--- src/rtl/result_display.sv ---
// Four-digit multiplexed seven-segment readout of a latched 4-bit ALU result and its carry/borrow flags.
// Capture happens on the rising edge of led_done. The digit scan free-runs, and the display stays dark until a value is held.
module result_display #(
   parameter int SCAN_DIV   = 50000,
   parameter bit BLANK_LEAD = 1'b1
) (
   input  logic       clk,
   input  logic       reset,
   input  logic [3:0] Result,
   input  logic       cout,
   input  logic       borrow,
   input  logic       led_done,
   input  logic       clear,
   output logic [6:0] seg,
   output logic [3:0] an,
   output logic       valid
);

   localparam int                CNT_W    = (SCAN_DIV > 2) ? $clog2(SCAN_DIV) : 1;
   localparam logic [CNT_W-1:0]  CNT_LAST = CNT_W'(SCAN_DIV - 1);
   localparam logic [6:0]        BLANK    = 7'h7F;

   function automatic logic [6:0] hex_glyph(input logic [3:0] v);
      logic [6:0] g;
      case (v)
         4'h0: g = 7'h40;
         4'h1: g = 7'h79;
         4'h2: g = 7'h24;
         4'h3: g = 7'h30;
         4'h4: g = 7'h19;
         4'h5: g = 7'h12;
         4'h6: g = 7'h02;
         4'h7: g = 7'h78;
         4'h8: g = 7'h00;
         4'h9: g = 7'h10;
         4'hA: g = 7'h08;
         4'hB: g = 7'h03;
         4'hC: g = 7'h46;
         4'hD: g = 7'h21;
         4'hE: g = 7'h06;
         default: g = 7'h0E;
      endcase
      return g;
   endfunction

   function automatic logic [6:0] flag_glyph(input logic c, input logic b);
      logic [6:0] g;
      case ({c, b})
         2'b10:   g = 7'h46;
         2'b01:   g = 7'h03;
         2'b11:   g = 7'h06;
         default: g = BLANK;
      endcase
      return g;
   endfunction

   logic             done_p0;
   logic [3:0]       val_p0;
   logic             cout_p0;
   logic             borrow_p0;
   logic             vld_p0;
   logic [CNT_W-1:0] cnt;
   logic [1:0]       idx;
   logic             done_rise;
   logic             tens;
   logic [3:0]       ones;
   logic [6:0]       glyph_nxt;

   assign done_rise = led_done & ~done_p0;
   assign valid     = vld_p0;

   // Stage p0: edge detect and holding registers
   always_ff @(posedge clk) begin
      if (reset) begin
         done_p0   <= 1'b1;
         val_p0    <= 4'd0;
         cout_p0   <= 1'b0;
         borrow_p0 <= 1'b0;
         vld_p0    <= 1'b0;
      end else begin
         done_p0 <= led_done;
         if (clear) begin
            val_p0    <= 4'd0;
            cout_p0   <= 1'b0;
            borrow_p0 <= 1'b0;
            vld_p0    <= 1'b0;
         end else if (done_rise) begin
            val_p0    <= Result;
            cout_p0   <= cout;
            borrow_p0 <= borrow;
            vld_p0    <= 1'b1;
         end
      end
   end

   always_ff @(posedge clk) begin
      if (reset) begin
         cnt <= '0;
         idx <= 2'd0;
      end else if (cnt == CNT_LAST) begin
         cnt <= '0;
         idx <= idx + 2'd1;
      end else begin
         cnt <= cnt + CNT_W'(1);
      end
   end

   always_comb begin
      tens      = (val_p0 >= 4'd10);
      ones      = tens ? (val_p0 - 4'd10) : val_p0;
      glyph_nxt = BLANK;
      case (idx)
         2'd0:    glyph_nxt = hex_glyph(ones);
         2'd1:    glyph_nxt = (!tens && BLANK_LEAD) ? BLANK : hex_glyph({3'b000, tens});
         2'd2:    glyph_nxt = flag_glyph(cout_p0, borrow_p0);
         default: glyph_nxt = hex_glyph(val_p0);
      endcase
   end

   // Stage p1: registered digit drive, dark while nothing is held
   always_ff @(posedge clk) begin
      if (reset || !vld_p0) begin
         an  <= 4'b1111;
         seg <= BLANK;
      end else begin
         an  <= ~(4'b0001 << idx);
         seg <= glyph_nxt;
      end
   end

endmodule

--- config.mk ---
export PLATFORM = sky130hd
export DESIGN_NAME = result_display
export DESIGN_NICKNAME = d
export VERILOG_FILES = /design/src/rtl/result_display.sv
export SDC_FILE = /design/constraint.sdc
export NUM_CORES = 1
export LEC_CHECK = 0
export ABC_AREA = 1
export CAP_MARGIN = 20
export CORE_MARGIN = 2
export CORE_UTILIZATION = 50
export CTS_BUF_LIST = sky130_fd_sc_hd__clkbuf_8
export DETAILED_ROUTE_END_ITERATION = 10
export HOLD_SLACK_MARGIN = 0.12
export PLACE_DENSITY = 0.76
export SYNTH_ARGS = -nofsm -noshare
export SYNTH_HDL_FRONTEND = slang
export SYNTH_SLANG_ARGS = --single-unit
--- constraint.sdc ---
create_clock -name clk -period 1.8 [get_ports clk]
set_clock_uncertainty 0.1 [all_clocks]
set_input_delay 0.36 -clock clk [delete_from_list [all_inputs] [get_ports clk]]
set_output_delay 0.36 -clock clk [all_outputs]
set_load 0.05 [all_outputs]
==> results.md, run 1 <==
* I/O pin count at 22
* Post-Syn Nets at 347
* Hold Path Sink: done_p0
* Cell with the most instances after synthesis: nand2_1
* P&R area growth vs syn at 23.3%
* Slew Limit Headroom at 0.796
* DR vias at 2089
* Yosys top cell area share at 0.377
* Net count, final at 394
* Number of synthesized flops with an enable pin at 0
* Number of global-route vias before repair at 1877
* Crit path cell chain: clkdlybuf4s50_1, or2_4, inv_2, nand3_4, ha_1, nand2_1, nand2_1, a21boi_1
* Post-route insts no fill at 421
* Met3 Use GR at 0.0472
* # DRC at 0
* Ys async rst share at 0
* Max Cap Violations at 0
* Synth Warn # at 0
* Critical Path RT at 1890 ps
* Hold buffer count at cts at 0
* Seq/Total Area, Yosys at 0.377
* Power density over the cells at 604 nW/um2
* # setup viols final at 0
* Hold Slack at 206 ps
* Total Power at 1740 uW
* Top cells by area, synth: dfxtp_1 38%, nand2_1 14%, ha_1 8.6%, nand3_1 6.0%, inv_1 5.6%
* CP endpoint kind: flop
* Met2 global-route usage at 0.309
* Cells after Synth at 321
* Register-to-register setup slack at 130 ps
* Initial DRC Count at 101
* Least-Margin Pin Slew at 305 ps
* R2R cell count at 12
* H-tree levels at 2
* Post-synthesis cell type count at 31
* Post-synth top cells: 85 x nand2_1, 44 x dfxtp_1, 35 x inv_1, 28 x nand3_1, 21 x a21oi_1
* Crit path top cell by count: nand2_1
* R2R Path Start: done_p0
* CTS Buf Count at 5
* Clock transition at path regs at 80 ps
* Pin count of the biggest net entering global routing at 16
* CTS tree: done
* Initial core utilization at 0.526
* Slew Viols, Final at 0
* Status: finished, final reports clean
* Avg Inst Size Synth at 7.29 um2
* Antenna violations before repair at 0
* Top Usage Layer GRT: met2
* Clock Latency Late Sink at 300 ps
* Final Cycle Share at 0.954
* CP max stage cell: clkdlybuf4s50_1
* Fillers at 399
* Maximum VDD drop at 0.000265 V
* Worst setup SP type: input port
* Count of final hold-check violations at 0
* Number of routed nets with antenna violations at 0
* Wire per inst at 11.1 um
* Synth Flop Type: dfxtp_1
* # diodes at 0
* Synth Cell Area at 2340 um2
* Clock root buffer: clkbuf_8
* Clock sinks at 44
* DP HPWL at 3.58 mm
* Hold path startpoint: led_done
* CP Max Fanout at 5
* Yosys top cell by area: dfxtp_1
* Multi-input logic area at 1330 um2
* Setup TNS at 0 ps
* Die Ht at 72.4 um
* First-pass GRT wire length at 8.07 mm
* Core Area at 4440 um2
* Die area at 5240 um2
* WP data arrival at 1810 ps
* Port Buffers at 21
* Max incr delay on CP at 400 ps
* Drt first pass iters at 4
* Final wirelength at 4.69 mm
* Layout cell share with drive strength beyond 1 at 0.244
* Grt met1 use at 0.259
* Tmin final at 1720 ps
* Row count at 24
* GRT overflow at 0
* CTS max path bufs at 2
* Post-Place Cells at 407
* Reg area at 883 um2
* Worst hold path class: in -> reg
* Pleak at 0.00132 uW
* Synth Register Bits at 44
* Routability cong. at 0.810
* Vias per cell at 4.96
* GRT Total Usage at 0.193
* Hold Path Cell Cnt at 2
* Die X at 72.4 um
* Critical path type: in -> reg
* F_max at 582 MHz
* Util after Layout at 0.649
==> layout make-up <==
cell class | count | share of cell area
Clock buffer | 5 | 0.0239
Clock inverter | 3 | 0.00564
Inverter | 43 | 0.0577
Multi-Input combinational cell | 231 | 0.460
Sequential cell | 44 | 0.306
Tap cell | 52 | 0.0226
Timing Repair Buffer | 42 | 0.122
Timing Repair inverter | 1 | 0.00260
==> where the power goes <==
| part | leakage [uW] | switching, uW | internal [uW] |
|---|---|---|---|
| Clock | 0.0000507 | 324 | 266 |
| Combinational | 0.000908 | 83.8 | 67.6 |
| Sequential | 0.000358 | 8.42 | 991 |
| Total | 0.00132 | 416 | 1330 |
==> cell families after synthesis <==
group | share of synthesized area
XOR/XNOR | 0.0112
AND/OR/NAND/NOR | 0.357
flip-flops | 0.377
AO/OA/AOI/OAI | 0.0840
adder cells (fa/ha/maj) | 0.0856
buffers and inverters | 0.0856
==> layout by cell type (no fill, tap or decap), drive strengths merged, types with 4 or more instances in the layout <==
cell / netlist / final
or2: 7 / 7
nor2: 25 / 25
inv: 43 / 45
nand2: 96 / 96
nor3: 9 / 9
ha: 16 / 16
clkbuf: 0 / 5
nor3b: 4 / 4
dfxtp: 44 / 44
a21oi: 21 / 21
clkdlybuf4s50: 0 / 7
nand3: 30 / 30
o21ai: 14 / 14
buf: 3 / 33
==> how the worst max path moves through the flow <==
stage	start	end	slack, ps	cells past startpoint
detailed placement	led_done	flop	-450	10
global placement	led_done	flop	-350	10
global route	done_p0	flop	-50	12
CTS	led_done	flop	4	10
floorplan	led_done	flop	80	9
finish	clear	flop	80	8
==> worst max-delay path, delay by kind of cell <==
| kind | cells | cell delay (ps) |
|---|---|---|
| buffers and inverters | 2 | 490 |
| AO/OA/AOI/OAI | 1 | 120 |
| adder cells (fa/ha/maj) | 1 | 330 |
| AND/OR/NAND/NOR | 4 | 510 |
==> layer usage <==
layer	vias up	share of wire	routed length, um
met2	50	0.46	2150
met4	0	0.013	63
met5	-	0	0
met3	7	0.039	185
met1	914	0.49	2280
li1	1118	-	-
==> per-stage QoR <==
step / setup WS [ps] / instance area [um2]
floorplan: 78.6 / 2340
global placement: -355 / 2670
detailed placement: -453 / 2670
CTS: 3.66 / 2790
global route: -53.7 / 2880
finish: 83.2 / 2880
==> what timing repair did <==
action                                  4_1_cts  5_1_grt
setup buffers                                 1        4
endpoints found under the setup margin        7       14
pin swaps                                     1        7
gates cloned                                  0        1
resized for setup                            10       19
No activity file was read; power rests on OpenSTA's default activity.
==> inputs of run 2 (changes only) <==
--- a/config.mk
+++ b/config.mk
@@ -12,7 +12,7 @@
 export CTS_BUF_LIST = sky130_fd_sc_hd__clkbuf_8
 export DETAILED_ROUTE_END_ITERATION = 10
 export HOLD_SLACK_MARGIN = 0.12
-export PLACE_DENSITY = 0.76
+export PLACE_DENSITY = 0.73
 export SYNTH_ARGS = -nofsm -noshare
 export SYNTH_HDL_FRONTEND = slang
 export SYNTH_SLANG_ARGS = --single-unit
==> constraint.sdc (replaced) <==
create_clock -name clk -period 2.2 [get_ports clk]
set_clock_uncertainty 0.1 [all_clocks]
set_input_delay 0.44 -clock clk [delete_from_list [all_inputs] [get_ports clk]]
set_output_delay 0.44 -clock clk [all_outputs]
set_load 0.05 [all_outputs]
==> run 2 against run 1 <==
- register-to-register slack better by 250 ps
- sequential share of layout area up 1.0 points
- via count down 1.9%
- first-iteration DRC count up 53%
- clock power up 3%
- largest cell class unchanged
- worst hold slack better by 150 ps
- utilization down 2.3 points
==> results.md, run 2 (synthesized netlist as in run 1, its figures left out) <==
* F_max at 503 MHz
* GRT overflow at 0 (unchanged)
* Worst setup SP type: flop (was input port)
* P&R area growth vs syn at 18.9% (was 23.3%)
* Number of routed nets with antenna violations at 0 (unchanged)
* Final Cycle Share at 0.904
* CTS resizes at 0 (was 10)
* Worst path depth at 1 (was 8)
* Slew Limit Headroom at 0.651 (was 0.796)
* Die Ht at 72.4 um (unchanged)
* Die area at 5240 um2 (unchanged)
* CP Max Fanout at 2 (was 5)
* Worst hold path class: reg -> reg (was in -> reg)
* Post-route insts no fill at 411 (was 421)
* H-tree levels at 2 (unchanged)
* Worst setup endpoint: valid
* DP Area at 2670 um2 (unchanged)
* Post-Place Cells at 403 (was 407)
* First-pass GRT wire length at 8.02 mm (was 8.07 mm)
* Unrepaired setup endpoints after global routing: false
* Tmin final at 1990 ps
* DP HPWL at 3.54 mm (was 3.58 mm)
* Most common cell after layout, fill and taps aside: nand2_1 (unchanged)
* Slew Viols, Final at 0 (unchanged)
* Antenna violations before repair at 0 (unchanged)
* R2R Path Start: val_p0[0] (was done_p0)
* Hold buffer count at cts at 0 (unchanged)
* # diodes at 0 (unchanged)
* Critical path type: reg -> out (was in -> reg)
* Most frequent cells in the layout: 85 x nand2_1, 44 x dfxtp_1, 35 x inv_1 (was 82 x nand2_1, 42 x dfxtp_1, 33 x inv_1)
* CTS tree: done (unchanged)
* Power density over the cells at 552 nW/um2 (was 604 nW/um2)
* Pin count of the biggest net entering global routing at 16 (unchanged)
* R2R cell count at 9 (was 12)
* CP startpoint: valid (was clear)
* # setup viols final at 0 (unchanged)
* I/O pin count at 22 (unchanged)
* Clock root buffer: clkbuf_8 (unchanged)
* CP endpoint kind: primary output (was flop)
* GRT Total Usage at 0.195 (was 0.193)
* # DRC at 0 (unchanged)
* CP max stage cell: clkdlybuf4s50_1 (unchanged)
* CTS max path bufs at 2 (unchanged)
* Status: finished, final reports clean (unchanged)
* Layout cell share with drive strength beyond 1 at 0.145 (was 0.244)
* CTS Buf Count at 5 (unchanged)
* Family with the most delay on the worst path: buffers and inverters (was simple AND/OR/NAND/NOR gates)
* Port Buffers at 21 (unchanged)
* Total Power at 1540 uW (was 1740 uW)
* Finished Cell Area at 2780 um2 (was 2880 um2)
* Max incr delay on CP at 820 ps (was 400 ps)
* WP buf/inv at 1 (was 2)
* Crit path cell chain: clkdlybuf4s50_1 (was clkdlybuf4s50_1, or2_4, inv_2, nand3_4, ha_1, nand2_1, nand2_1, a21boi_1)
* Register-to-register setup slack at 380 ps (was 130 ps)
* Wire per inst at 11.0 um (was 11.1 um)
* Util after Layout at 0.626 (was 0.649)
* Clock Latency Late Sink at 300 ps (about the same)
* WP data arrival at 1450 ps (was 1810 ps)
* Row count at 24 (unchanged)
* Core Area at 4440 um2 (unchanged)
* Pleak at 0.00126 uW (was 0.00132 uW)
* Routability cong. at 0.804 (was 0.810)
* Final wirelength at 4.52 mm (was 4.69 mm)
* Hold Slack at 352 ps (was 206 ps)
* DR vias at 2050 (was 2089)
* Initial core utilization at 0.526 (unchanged)
* # Post-CTS Setup Buffers at 0 (was 1)
* Count of final hold-check violations at 0 (unchanged)
* Drt first pass iters at 4 (unchanged)
* Max Cap Violations at 0 (unchanged)
* Fillers at 397 (was 399)
* Vias per cell at 4.99 (was 4.96)
* Least-Margin Pin Slew at 522 ps (was 305 ps)
* Initial DRC Count at 155 (was 101)
* Number of global-route vias before repair at 1830 (was 1877)
* Die X at 72.4 um (unchanged)
* Critical Path RT at 1660 ps (was 1890 ps)
* Maximum VDD drop at 0.000362 V (was 0.000265 V)
* Clock sinks at 44 (unchanged)
* Clock transition at path regs at 80 ps (about the same)
* Net count, final at 384 (was 394)
run 2: changes by cell type in the layout (fill, tap and decap cells not counted), moves of 3 or more:
cell	delta
buf_4	-19
clkdlybuf4s50_1	+14
ha_1	+3
inv_2	-4
nand2_1	+3
nand2_2	-3
run 2: how the worst min path moves through the flow:
stage	startpoint	depth (start not counted)	slack (ps)	end
final	cnt[0]	1	350	cnt[0]
after global routing	cnt[0]	1	380	cnt[0]
after global placement	cnt[0]	1	330	cnt[0]
after detailed placement	flop	2	340	seg[0]
after floorplan	flop	2	310	seg[3]
after CTS	cnt[0]	1	360	cnt[0]
run 2: per-layer routing:
layer,track usage,wire length [um],vias to the layer above
li1,-,-,1091
met1,0.265,2260,906
met2,0.295,1930,42
met3,0.0472,204,11
met4,0.0885,119,0
met5,0,0,-
run 2: area by class of cell:
class | instances | area [um2] | share of cell area
multi-input combinational | 231 | 1260 | 0.452
inverter | 43 | 166 | 0.0598
sequential | 44 | 881 | 0.317
clock buffer | 5 | 68.8 | 0.0247
timing repair buffer | 33 | 300 | 0.108
clock inverter | 3 | 42.5 | 0.0153
tap | 52 | 65.1 | 0.0234
run 2: where the power goes:
group | leakage (uW) | switching, uW | internal [uW]
Combinational | 0.000849 | 60.9 | 47.8
Sequential | 0.000357 | 7.04 | 811
Clock | 0.0000541 | 274 | 336
Total | 0.00126 | 342 | 1190
run 2: through the flow:
step / setup TNS [ps] / setup slack [ps]
floorplan: 0 / 399
global placement: -31.6 / -23.3
detailed placement: -216 / -72.6
CTS: 0 / 191
global route: 0 / 52.4
finish: 0 / 211
